==> src/rtl/z80_bus_master.sv <==
// Z80 bus-cycle initiator: turns single transaction requests into T-state accurate
// MREQ/IORQ/RD/WR/M1/RFSH strobe sequences, one clk period per T-state.
module z80_bus_master #(
    parameter logic [7:0] REF_HI   = 8'h00,
    parameter int         WAIT_MAX = 15
) (
    input  logic        clk,
    input  logic        rst_n,
    input  logic        req_valid,
    output logic        req_ready,
    input  logic [2:0]  req_op,
    input  logic [15:0] req_addr,
    input  logic [7:0]  req_wdata,
    output logic        rsp_valid,
    output logic [7:0]  rsp_rdata,
    output logic        rsp_err,
    input  logic        wait_n,
    output logic [15:0] a,
    input  logic [7:0]  d_in,
    output logic [7:0]  d_out,
    output logic        d_oe,
    output logic        m1,
    output logic        mreq,
    output logic        iorq,
    output logic        rd,
    output logic        wr,
    output logic        rfsh
);

    // state | meaning
    // IDLE  | ready for a request
    // T1    | address phase (illegal ops pass through here with no strobes)
    // T2    | strobe phase, WAIT sampled for mem/M1
    // TWA   | automatic io wait state, WAIT sampled
    // TW    | inserted wait state, down-counter guards against a stuck WAIT
    // T3    | data phase (refresh phase for M1)
    // T4    | M1 refresh tail
    // DONE  | one-cycle response pulse
    typedef enum logic [2:0] {
        S_IDLE, S_T1, S_T2, S_TWA, S_TW, S_T3, S_T4, S_DONE
    } state_t;

    typedef struct packed {
        logic [15:0] a;
        logic [7:0]  d_out;
        logic        d_oe;
        logic        m1;
        logic        mreq;
        logic        iorq;
        logic        rd;
        logic        wr;
        logic        rfsh;
    } bus_t;

    localparam logic [2:0] OP_MRD  = 3'd0;
    localparam logic [2:0] OP_MWR  = 3'd1;
    localparam logic [2:0] OP_IORD = 3'd2;
    localparam logic [2:0] OP_IOWR = 3'd3;
    localparam logic [2:0] OP_M1   = 3'd4;
    localparam logic [7:0] WMAX    = 8'(WAIT_MAX);

    state_t      state, state_nxt;
    logic [2:0]  op_q, op_cur;
    logic [15:0] addr_q, addr_cur;
    logic [7:0]  wdata_q, wdata_cur;
    logic [7:0]  wcnt, wcnt_nxt;
    logic [6:0]  r_q;
    logic [7:0]  m1_data;
    logic        accept, abort;
    bus_t        bus_nxt;

    // Pin values for a given state; registered so each pin has one flop.
    function automatic bus_t bus_of(input state_t st, input logic [2:0] op,
                                    input logic [15:0] addr, input logic [7:0] wd,
                                    input logic [6:0] r);
        bus_t b;
        logic addr_ph, io_ph, strobe_ph;
        b       = '0;
        b.m1    = 1'b1;
        b.mreq  = 1'b1;
        b.iorq  = 1'b1;
        b.rd    = 1'b1;
        b.wr    = 1'b1;
        b.rfsh  = 1'b1;
        addr_ph   = st inside {S_T1, S_T2, S_TW, S_T3};
        io_ph     = st inside {S_T1, S_T2, S_TWA, S_TW, S_T3};
        strobe_ph = st inside {S_T2, S_TWA, S_TW, S_T3};
        case (op)
            OP_MRD: if (addr_ph) begin
                b.a    = addr;
                b.mreq = 1'b0;
                b.rd   = 1'b0;
            end
            OP_MWR: if (addr_ph) begin
                b.a     = addr;
                b.mreq  = 1'b0;
                b.d_oe  = 1'b1;
                b.d_out = wd;
                b.wr    = (st == S_T1);
            end
            OP_IORD, OP_IOWR: if (io_ph) begin
                b.a    = addr;
                b.iorq = !strobe_ph;
                if (op == OP_IORD) begin
                    b.rd = !strobe_ph;
                end else begin
                    b.wr    = !strobe_ph;
                    b.d_oe  = 1'b1;
                    b.d_out = wd;
                end
            end
            OP_M1: begin
                if (st inside {S_T1, S_T2, S_TW}) begin
                    b.a    = addr;
                    b.m1   = 1'b0;
                    b.mreq = 1'b0;
                    b.rd   = 1'b0;
                end else if (st == S_T3) begin
                    b.a    = {REF_HI, 1'b0, r};
                    b.mreq = 1'b0;
                    b.rfsh = 1'b0;
                end else if (st == S_T4) begin
                    b.a    = {REF_HI, 1'b0, r};
                    b.rfsh = 1'b0;
                end
            end
            default: ;
        endcase
        return b;
    endfunction

    always_comb begin
        accept    = (state == S_IDLE) && req_valid;
        op_cur    = accept ? req_op    : op_q;
        addr_cur  = accept ? req_addr  : addr_q;
        wdata_cur = accept ? req_wdata : wdata_q;
        state_nxt = state;
        wcnt_nxt  = wcnt;
        abort     = 1'b0;
        case (state)
            S_IDLE: if (req_valid) state_nxt = S_T1;
            S_T1: begin
                if (op_q > OP_M1) begin
                    state_nxt = S_DONE;
                    abort     = 1'b1;
                end else begin
                    state_nxt = S_T2;
                end
            end
            S_T2: begin
                if (op_q == OP_IORD || op_q == OP_IOWR) begin
                    state_nxt = S_TWA;
                end else if (!wait_n) begin
                    state_nxt = S_TW;
                    wcnt_nxt  = WMAX;
                end else begin
                    state_nxt = S_T3;
                end
            end
            S_TWA: begin
                if (!wait_n) begin
                    state_nxt = S_TW;
                    wcnt_nxt  = WMAX;
                end else begin
                    state_nxt = S_T3;
                end
            end
            S_TW: begin
                if (wait_n) begin
                    state_nxt = S_T3;
                end else if (wcnt == 8'd1) begin
                    state_nxt = S_DONE;
                    abort     = 1'b1;
                end else begin
                    wcnt_nxt = wcnt - 8'd1;
                end
            end
            S_T3:    state_nxt = (op_q == OP_M1) ? S_T4 : S_DONE;
            S_T4:    state_nxt = S_DONE;
            S_DONE:  state_nxt = S_IDLE;
            default: state_nxt = S_IDLE;
        endcase
        bus_nxt = bus_of(state_nxt, op_cur, addr_cur, wdata_cur, r_q);
    end

    always_ff @(posedge clk or negedge rst_n) begin
        if (!rst_n) begin
            state     <= S_IDLE;
            op_q      <= '0;
            addr_q    <= '0;
            wdata_q   <= '0;
            wcnt      <= '0;
            r_q       <= '0;
            m1_data   <= '0;
            req_ready <= 1'b1;
            rsp_valid <= 1'b0;
            rsp_err   <= 1'b0;
            rsp_rdata <= '0;
            a         <= '0;
            d_out     <= '0;
            d_oe      <= 1'b0;
            m1        <= 1'b1;
            mreq      <= 1'b1;
            iorq      <= 1'b1;
            rd        <= 1'b1;
            wr        <= 1'b1;
            rfsh      <= 1'b1;
        end else begin
            state <= state_nxt;
            wcnt  <= wcnt_nxt;
            if (accept) begin
                op_q    <= req_op;
                addr_q  <= req_addr;
                wdata_q <= req_wdata;
            end
            if (state == S_T4) r_q <= r_q + 7'd1;
            // Opcode byte is taken on the last cycle before refresh begins.
            if (op_q == OP_M1 && (state == S_T2 || state == S_TW) && state_nxt == S_T3)
                m1_data <= d_in;
            req_ready <= (state_nxt == S_IDLE);
            rsp_valid <= (state_nxt == S_DONE);
            rsp_err   <= abort;
            rsp_rdata <= '0;
            if (state_nxt == S_DONE && !abort) begin
                if (op_q == OP_MRD || op_q == OP_IORD) rsp_rdata <= d_in;
                else if (op_q == OP_M1)                rsp_rdata <= m1_data;
            end
            a     <= bus_nxt.a;
            d_out <= bus_nxt.d_out;
            d_oe  <= bus_nxt.d_oe;
            m1    <= bus_nxt.m1;
            mreq  <= bus_nxt.mreq;
            iorq  <= bus_nxt.iorq;
            rd    <= bus_nxt.rd;
            wr    <= bus_nxt.wr;
            rfsh  <= bus_nxt.rfsh;
        end
    end

endmodule

==> config.mk <==
export PLATFORM = sky130hd
export DESIGN_NAME = z80_bus_master
export DESIGN_NICKNAME = d
export VERILOG_FILES = /design/src/rtl/z80_bus_master.sv
export SDC_FILE = /design/constraint.sdc
export NUM_CORES = 1
export LEC_CHECK = 0
export ABC_AREA = 1
export CAP_MARGIN = 10
export CORE_MARGIN = 2
export CORE_UTILIZATION = 37
export CTS_BUF_LIST = sky130_fd_sc_hd__clkbuf_4
export DETAILED_ROUTE_END_ITERATION = 8
export GPL_TIMING_DRIVEN = 0
export REMOVE_ABC_BUFFERS = 1
export SLEW_MARGIN = 15
export SYNTH_ARGS = -nofsm -noshare
export SYNTH_HDL_FRONTEND = slang
export SYNTH_SLANG_ARGS = --single-unit
==> constraint.sdc <==
create_clock -name clk -period 2.19 [get_ports clk]
set_input_delay 0.5475 -clock clk [delete_from_list [all_inputs] [get_ports clk]]
set_output_delay 0.5475 -clock clk [all_outputs]
set_load 0.005 [all_outputs]
==> run_results.csv, run 1 <==
group,metric,value,unit
timing,setup_viol,0,
routing,antenna_left,0,
placed_design,placedInstanceArea,5136,sq um
cts,htreeDepth,3,
timing,worstMarginPinSlew,0.6669,ns
global_route,antenna_found_initial,0,
placed_design,dpl_worst_slack,-1.431,ns
timing,period_minus_slack,2.065,ns
routing,drc,0,
synth,synthXorXnorAreaFrac,0.02083,
worst_setup_path,reg2reg_from,"state[0]",
floorplan,start_util,0.3828,
placed_design,place_congestion,0.8377,
timing,worst_slack,0.1249,ns
routing,drt_pass1_iterations,4,
synth,synth_common_cells,"nand2_1 (119), dfrtp_1 (88), inv_1 (43)",
cts,postCtsHoldBufs,0,
synth,ys_seq_area_frac,0.5676,
floorplan,row_count,38,
timing,relSlewSlack,0.5554,
run_status,status,"finished, final reports clean",
placed_design,io_buffers,80,
synth,synth_cell_types,40,
cts,cts_sinks,95,
cts,cts_made_buffers,9,
cells_and_area,num-fill-cells,1075,
floorplan,die_w,110.6,um
global_route,grt_max_degree,53,
worst_setup_path,arrival,2.40,ns
cells_and_area,final_util,0.4970,
flow_run,drv_cap,0,
global_route,grt_overflow,0,
worst_setup_path,worstPathRequired,2.53,ns
power,ir_drop,0.4441,mV
placed_design,dp_hpwl,6083,um
worst_setup_path,cp-start-kind,"register",
synth,synth_area_leader_cell,"dfrtp_1",
timing,clock.fmax,484.2,MHz
synth,yosysMostFrequentCell,"nand2_1",
synth,ys_async_sr_fraction,1.000,
cts,clk_latency,0.44,ns
power,p_total,7.019,mW
cells_and_area,drive_above_1_share,0.1912,
global_route,grt_pass1_vias,3124,
synth,syn_area,4204,sq um
cts,cts_buffer_depth,2,
routing,vias,3179,
worst_setup_path,ff2ff_path_depth,14,
worst_setup_path,endpoint_kind,"register",
cells_and_area,antennaDiodeCount,0,
timing,hold_ws,0.1115,ns
worst_setup_path,crit_fanout,15,
timing,finalSetupTns,0,ns
routing,wl,8979,um
timing,hold_viol,0,
power,p_per_area,1286,nW/um^2
cts,cts.clk_slew.worst_paths,0.16,ns
power,leakagePower,2.638,nW
synth,yosys.area_share.simple,0.2619,
synth,syn_area_per_cell,9.447,sq um
synth,synth_edf_count,0,
floorplan,die-area,12230,sq um
synth,yosys_warnings,0,
synth,synth_compound_area_frac,0.07679,
cells_and_area,fin_area,5459,sq um
synth,synth_adder_area_share,0.008929,
synth,ys_seq_elements,95,
synth,ys.flop_type,"dfrtp_1",
worst_setup_path,worstReg2RegEnd,"a[14]",
global_route,grt_pass1_wl,15340,um
cells_and_area,final_cells,684,
placed_design,dp_cells,656,
worst_setup_path,reg2reg_slack,0.12,ns
synth,synthMuxAreaShare,0,
synth,synthCells,445,
synth,netlist_top_cells_area,"dfrtp_1 (52%), nand2_1 (11%), dfstp_2 (4.4%)",
routing,wl_per_cell,13.13,um
cts,cts_root_buf,"clkbuf_4",
timing,skew,0.01860,ns
cells_and_area,area_growth,29.85,%
min_path,min_path_type,"in2async",
floorplan,coreArea,10980,sq um
worst_setup_path,path_class,"reg2reg",
floorplan,pin_count,81,
cells_and_area,nets,581,
timing,timing.final.crit_share,0.9429,
timing,slew_violations,0,
synth,synth_top_family_by_area,"simple AND/OR/NAND/NOR gates",
global_route,track_usage,0.1549,
routing,drt_iter0_drc,131,
cts,cts_tree,"built",
routing,via_per_inst,4.648,
floorplan,die_h,110.6,um
synth,netlist.area_leader.share,0.5238,
layer usage:
metal	wire, um	GRT usage	part of all wire	vias to the layer above
met5	0	0	0	-
met4	205	0.06417	0.023	0
met3	291	0.02689	0.032	15
met2	4315	0.2495	0.48	63
met1	4167	0.2077	0.46	1508
li1	-	-	-	1593
layout by cell type (no fill, tap or decap), types with 6 or more instances in the layout:
cell and n:
inv_2 7, inv_1 41, xor2_1 6, nor2_1 29, or2_2 8, dfstp_2 7, o21ai_0 22, clkdlybuf4s50_1 78
clkbuf_4 10, buf_4 9, nand2_2 10, nand3_1 28, nand2_4 6, dfrtp_1 84, nand2_1 119, o21ai_1 9
report_power, final:
part | leakage (nW) | internal, mW | switching, mW
Clock | 0.0795 | 0.380 | 0.609
Sequential | 1.20 | 2.38 | 0.295
Combinational | 1.35 | 1.38 | 1.98
Total | 2.64 | 4.14 | 2.88
cells by family after synthesis:
family	Yosys count
compound gates	49
xor+xnor	10
fa+ha+maj	3
buf+inv	62
flops	95
simple gates	226
sequential cells by signal (all words and copies together) (netlist names), 3 cells and up:
signal     count
m1_data        8
op_q           3
addr_q        16
wdata_q        8
rsp_rdata      8
wcnt           8
a             16
state          3
r_q            7
d_out          8
layout make-up:
type / count / area, sq um / area share
repair buffers: 91 / 928.4 / 0.1701
multi-input cells: 289 / 1600 / 0.2931
well taps: 140 / 175.2 / 0.03209
clock inverters: 6 / 75.07 / 0.01375
flip-flops and latches: 95 / 2391 / 0.4380
repair inverters: 1 / 5.005 / 0.0009168
inverters: 52 / 209.0 / 0.03828
clock buffers: 10 / 75.07 / 0.01375
repair_timing:
action,CTS,global route
endpoints found under the setup margin,71,38
pin swaps,4,3
setup buffers,5,5
gates resized for setup,5,11
cloned,2,0
critical path, cell delays in order (launching register included):
cell and delay (ns):
dfrtp_2 0.48, nor2_4 0.20, nand2_4 0.13, nor2_1 0.12
nand2_1 0.12, nand2_4 0.12, nand2_2 0.07, nand2_4 0.08
inv_2 0.05, nand2_4 0.07, nand2_4 0.06, nand2_2 0.07
nand3_2 0.09, buf_12 0.17, and2_4 0.13
how the worst max path moves through the flow:
stage / slack [ns] / startpoint / end
2_1_floorplan: 0.01 / state[0] / a[11]
3_3_place_gp: -2.89 / rst_n / wcnt[5]
3_5_place_dp: -1.43 / req_valid / a[12]
4_1_cts: 0.008 / state[1] / a[14]
5_1_grt: -0.002 / state[0] / a[15]
6_report: 0.12 / state[0] / a[14]
(Power assumes the default switching activity.)
==> run 2, diff against run 1 <==
Settings changed: GPL_TIMING_DRIVEN 0 to unset.
==> run 2 against run 1 <==
Sequential share of layout area is 1.3 points lower. Non-clock buffer count is 36 higher. Critical path type is now reg2out. Clock power is 17% lower. Cell count is 5.1% higher. Critical endpoint is now mreq. Utilization is 1.4 points higher. Register-to-register slack better by 0.03 ns. Highest routed layer unchanged. Largest power group unchanged. Worst setup slack better by 0.019 ns. Design area is 2.9% higher. Worst hold slack worse by 0.078 ns.
==> run_results.csv, run 2 (synthesized netlist as in run 1, its figures left out) <==
group,metric,value,unit
run_status,status,"finished, final reports clean",
timing,skew,0.01124,ns
timing,finalSetupTns,0,ns
routing,met2_length,4570,um
placed_design,place_congestion,0.9014,
global_route,grt_max_degree,43,
timing,hold_viol,0,
power,leakagePower,2.762,nW
cts,cts_sinks,95,
worst_setup_path,worstPathRequired,1.64,ns
cells_and_area,area_growth,33.57,%
global_route,grt_pass1_wl,16240,um
routing,drc,0,
routing,wl_met3,297,um
timing,timing.final.crit_share,0.9341,
cells_and_area,fin_area,5615,sq um
timing,clock.fmax,488.9,MHz
cts,cts_made_buffers,9,
timing,period_minus_slack,2.046,ns
routing,m1WireLength,4328,um
flow_run,drv_cap,0,
routing,via_per_inst,4.601,
cells_and_area,final_common_cell,"nand2_1",
power,ir_drop,0.5290,mV
routing,antenna_left,0,
cts,cts_buffer_depth,2,
cells_and_area,register_area,2389,sq um
worst_setup_path,cp-start-kind,"register",
cts,cts.clk_slew.worst_paths,0.14,ns
routing,maxUsedRoutingLayer,"met4",
cells_and_area,final_cell_mix,"nand2_1 (119), dfrtp_1 (86), clkdlybuf4s50_1 (79)",
worst_setup_path,arrival,1.50,ns
cts,htreeDepth,3,
global_route,grt_overflow,0,
cts,clk_latency,0.45,ns
worst_setup_path,path_class,"reg2out",
floorplan,row_count,38,
timing,rsz0062_at_grt,"no",
global_route,antenna_found_initial,1,
timing,worstMarginPinSlew,0.4778,ns
floorplan,die_h,110.6,um
floorplan,start_util,0.3828,
placed_design,placedInstanceArea,5464,sq um
cts,cts_root_buf,"clkbuf_4",
routing,wl_per_cell,13.05,um
worst_setup_path,cp_cell_sequence,"clkdlybuf4s50_1",
routing,wl,9380,um
worst_setup_path,crit_family,"flip-flops",
global_route,track_usage,0.1634,
placed_design,dp_hpwl,7023,um
placed_design,io_buffers,80,
cells_and_area,nets,615,
routing,vias,3308,
routing,drt_iter0_drc,159,
routing,drt_pass1_iterations,4,
min_path,min_path_type,"in2async",
global_route,grt_pass1_vias,3418,
cells_and_area,reg_top3,"a (16), addr_q (16)",
timing,relSlewSlack,0.6815,
cells_and_area,num-fill-cells,1051,
cells_and_area,drive_above_1_share,0.2266,
worst_setup_path,crit_fanout,1,
worst_setup_path,endpoint_kind,"output pin",
worst_setup_path,worst-path-buf-inv,1,
cells_and_area,multi_input_area,1556,sq um
cells_and_area,final_util,0.5113,
worst_setup_path,cp_slowest_cell,"dfstp_2",
floorplan,die_w,110.6,um
power,p_per_area,1340,nW/um^2
floorplan,die-area,12230,sq um
cts,cts_tree,"built",
floorplan,pin_count,81,
floorplan,coreArea,10980,sq um
worst_setup_path,max_stage_delay,0.55,ns
timing,slew_violations,0,
timing,setup_viol,0,
-- run 2: layout make-up --
| class | instances | share of cell area |
|---|---|---|
| Clock buffer | 10 | 0.01337 |
| Clock inverter | 6 | 0.006462 |
| Multi-Input combinational cell | 288 | 0.2772 |
| Timing Repair Buffer | 127 | 0.2094 |
| Tap cell | 140 | 0.03119 |
| Inverter | 52 | 0.03654 |
| Antenna cell | 1 | 0.0004456 |
| Sequential cell | 95 | 0.4254 |
-- run 2: per-stage QoR --
stage | worst slack [ns] | cells | total power [mW] | hold WS (ns)
floorplan | 0.01496 | 435 | 4.744 | 0.2519
detailed placement | -0.3279 | 699 | 6.677 | 0.4590
global placement | -0.2404 | 699 | 6.603 | 0.4542
CTS | 0.03738 | 715 | 7.524 | 0.02543
finish | 0.1444 | 719 | 7.523 | 0.03344
global route | 0.01206 | 719 | 8.154 | 0.02931
-- run 2: per-layer routing --
layer / vias to the layer above / GRT usage
li1: 1647 / -
met1: 1578 / 0.2068
met2: 69 / 0.2740
met3: 14 / 0.02799
met4: 0 / 0.07417
met5: - / 0
-- run 2: final timing paths --
path | from | end | slack (ns) | cells past startpoint
min reg2reg | addr_q[10] | addr_q[10] | 0.49 | 2
max reg2reg | wcnt[1] | d_out[5] | 0.15 | 16
max in group asynchronous | rst_n | rfsh | 1.51 | 2
max | mreq | mreq | 0.14 | 1
min in group clk | addr_q[10] | addr_q[10] | 0.49 | 2
min | rst_n | addr_q[11] | 0.03 | 1
-- run 2: repair_timing --
| item | in CTS | in global routing |
|---|---|---|
| setup endpoints to repair | 0 | 26 |
| gates resized for setup | 0 | 7 |
| setup buffers | 0 | 3 |
| hold buffers | 0 | 0 |
-- run 2: power by group --
part | internal [mW] | switching [mW] | leakage (nW)
clock | 0.241 | 0.582 | 0.0579
sequential | 2.37 | 0.287 | 1.21
combinational | 1.94 | 2.10 | 1.50
total | 4.56 | 2.97 | 2.76
==> run 3, diff against run 2 <==
Settings changed: CORE_ASPECT_RATIO set to 1.2.
==> run 3 against run 2 <==
Register-to-register slack improved by 0.03 ns. Sequential power about the same. Fmax decreased by 0.51%. Clock skew grew 0.0084 ns. Critical path depth unchanged. Design area shrank 0.36%. Sequential share of layout area is 0.13 points higher. Worst hold slack better by 0.010 ns. Largest cell class unchanged. Largest power group unchanged.
==> run_results.csv, run 3 (synthesized netlist as in run 1, its figures left out) <==
group,metric,value,unit
run_status,status,"finished, final reports clean",
power,p_total,7.446,mW
routing,antenna_left,0,
routing,drt_pass1_iterations,4,
cts,cts_tree,"built",
routing,wl,9212,um
cts,cts_made_buffers,9,
global_route,grt_pass1_vias,3356,
routing,drc,0,
worst_setup_path,endpoint_kind,"output pin",
cells_and_area,final_cell_mix,"nand2_1 (119), dfrtp_1 (87), clkdlybuf4s50_1 (79)",
routing,wl_per_cell,13.07,um
cts,cts.clk_slew.worst_paths,0.16,ns
timing,period_minus_slack,2.056,ns
floorplan,pin_count,81,
cells_and_area,fin_area,5595,sq um
power,p_clk_frac,0.130,
routing,drt_iter0_drc,141,
floorplan,start_util,0.3810,
timing,skew,0.01962,ns
timing,hold_ws,0.04379,ns
global_route,grt_pass1_wl,15840,um
worst_setup_path,worstPathRequired,1.64,ns
cells_and_area,final_common_cell,"nand2_1",
placed_design,dp_cells,685,
cts,cts_sinks,95,
floorplan,die_h,120.8,um
placed_design,io_buffers,80,
cells_and_area,num-fill-cells,1040,
worst_setup_path,cp-start-kind,"register",
timing,worst_slack,0.1339,ns
timing,hold_viol,0,
worst_setup_path,crit_family,"flip-flops",
worst_setup_path,arrival,1.51,ns
global_route,grt_max_degree,39,
worst_setup_path,cp_slowest_cell,"dfstp_2",
cts,cts_root_buf,"clkbuf_4",
cells_and_area,final_cells,705,
timing,relSlewSlack,0.6721,
placed_design,dpl_worst_slack,-0.3002,ns
cells_and_area,nets,609,
cts,cts_buffer_depth,2,
power,p_sw,2.945,mW
timing,worstMarginPinSlew,0.4918,ns
cells_and_area,drive_above_1_share,0.2238,
power,seqPwrFrac,0.358,
worst_setup_path,path_class,"reg2out",
floorplan,die-area,12230,sq um
power,ir_drop,0.6988,mV
worst_setup_path,crit_fanout,1,
cts,htreeDepth,3,
timing,setup_viol,0,
floorplan,die_w,101.3,um
timing,timing.final.crit_share,0.9389,
routing,vias,3271,
power,p_int,4.500,mW
global_route,grt_overflow,0,
global_route,track_usage,0.1665,
min_path,min_path_type,"in2async",
placed_design,dp_hpwl,7015,um
power,p_per_area,1331,nW/um^2
cells_and_area,area_growth,33.10,%
worst_setup_path,worst-path-buf-inv,1,
routing,via_per_inst,4.640,
power,p_comb_frac,0.512,
placed_design,place_congestion,0.8471,
global_route,antenna_found_initial,1,
worst_setup_path,max_stage_delay,0.54,ns
worst_setup_path,cp_cell_sequence,"clkdlybuf4s50_1",
floorplan,row_count,42,
floorplan,coreArea,11040,sq um
cells_and_area,reg_top3,"a (16), addr_q (16)",
flow_run,drv_cap,0,
placed_design,placedInstanceArea,5409,sq um
timing,slew_violations,0,
power,netSwitchingFraction,0.3955,
power,leakagePower,2.753,nW
cts,clk_latency,0.45,ns
timing,clock.fmax,486.3,MHz
## run 3: path summary, 6_finish.rpt
kind                             from          to  slack [ns]  depth (start not counted)
max                         req_ready   req_ready        0.13                          1
max in group asynchronous       rst_n          m1        1.53                          2
max reg2reg                  state[0]       a[14]        0.18                          9
min                             rst_n     wcnt[7]        0.04                          1
min in group clk           addr_q[10]  addr_q[10]        0.48                          2
min reg2reg                addr_q[10]  addr_q[10]        0.48                          2
## run 3: routing by layer
metal  global-route usage  wire [um]  vias up
li1                     -          -     1645
met1               0.2132       4056     1554
met2               0.2719       4618       56
met3              0.03237        317       16
met4              0.07348        219        0
met5                    0          0        -
## run 3: what timing repair did
action,4_1_cts,5_1_grt
endpoints found under the setup margin,0,26
gates resized for setup,0,5
setup buffers,0,3
hold buffers,0,0
## run 3: worst register-to-register path, cell delays in order, from the launching register on
cell,delay (ns)
dfrtp_1,0.49
nor2_4,0.19
nand3_2,0.17
o21ai_2,0.28
nand2_1,0.13
a21oi_2,0.18
o21ai_0,0.14
nand3_2,0.11
buf_12,0.14
and2_4,0.13
## run 3: final cells by class
class	count	area, sq um	share of cell area
repair buffers	121	1131	0.2021
inverters	52	200.2	0.03578
well taps	132	165.2	0.02952
clock buffers	9	67.56	0.01208
flip-flops and latches	95	2387	0.4267
diodes	1	2.502	0.0004472
clock inverters	7	83.83	0.01498
multi-input cells	288	1558	0.2784
## run 3: through the flow
stage	setup TNS (ns)	utilization
finish	0	0.5070
global route	-0.01004	0.5070
CTS	0	0.5039
detailed placement	-9.477	0.4901
global placement	-6.298	0.4901
floorplan	0	-
## run 3: power by group through the flow
| stage | combinational [mW] | sequential [mW] | clock (mW) |
|---|---|---|---|
| 2_1_floorplan | 2.07 | 2.67 | 0 |
| 3_3_place_gp | 3.66 | 2.70 | 0 |
| 3_5_place_dp | 3.75 | 2.71 | 0 |
| 4_1_cts | 3.76 | 2.68 | 1.01 |
| 5_1_grt | 4.24 | 2.74 | 1.10 |
| 6_report | 3.81 | 2.67 | 0.970 |
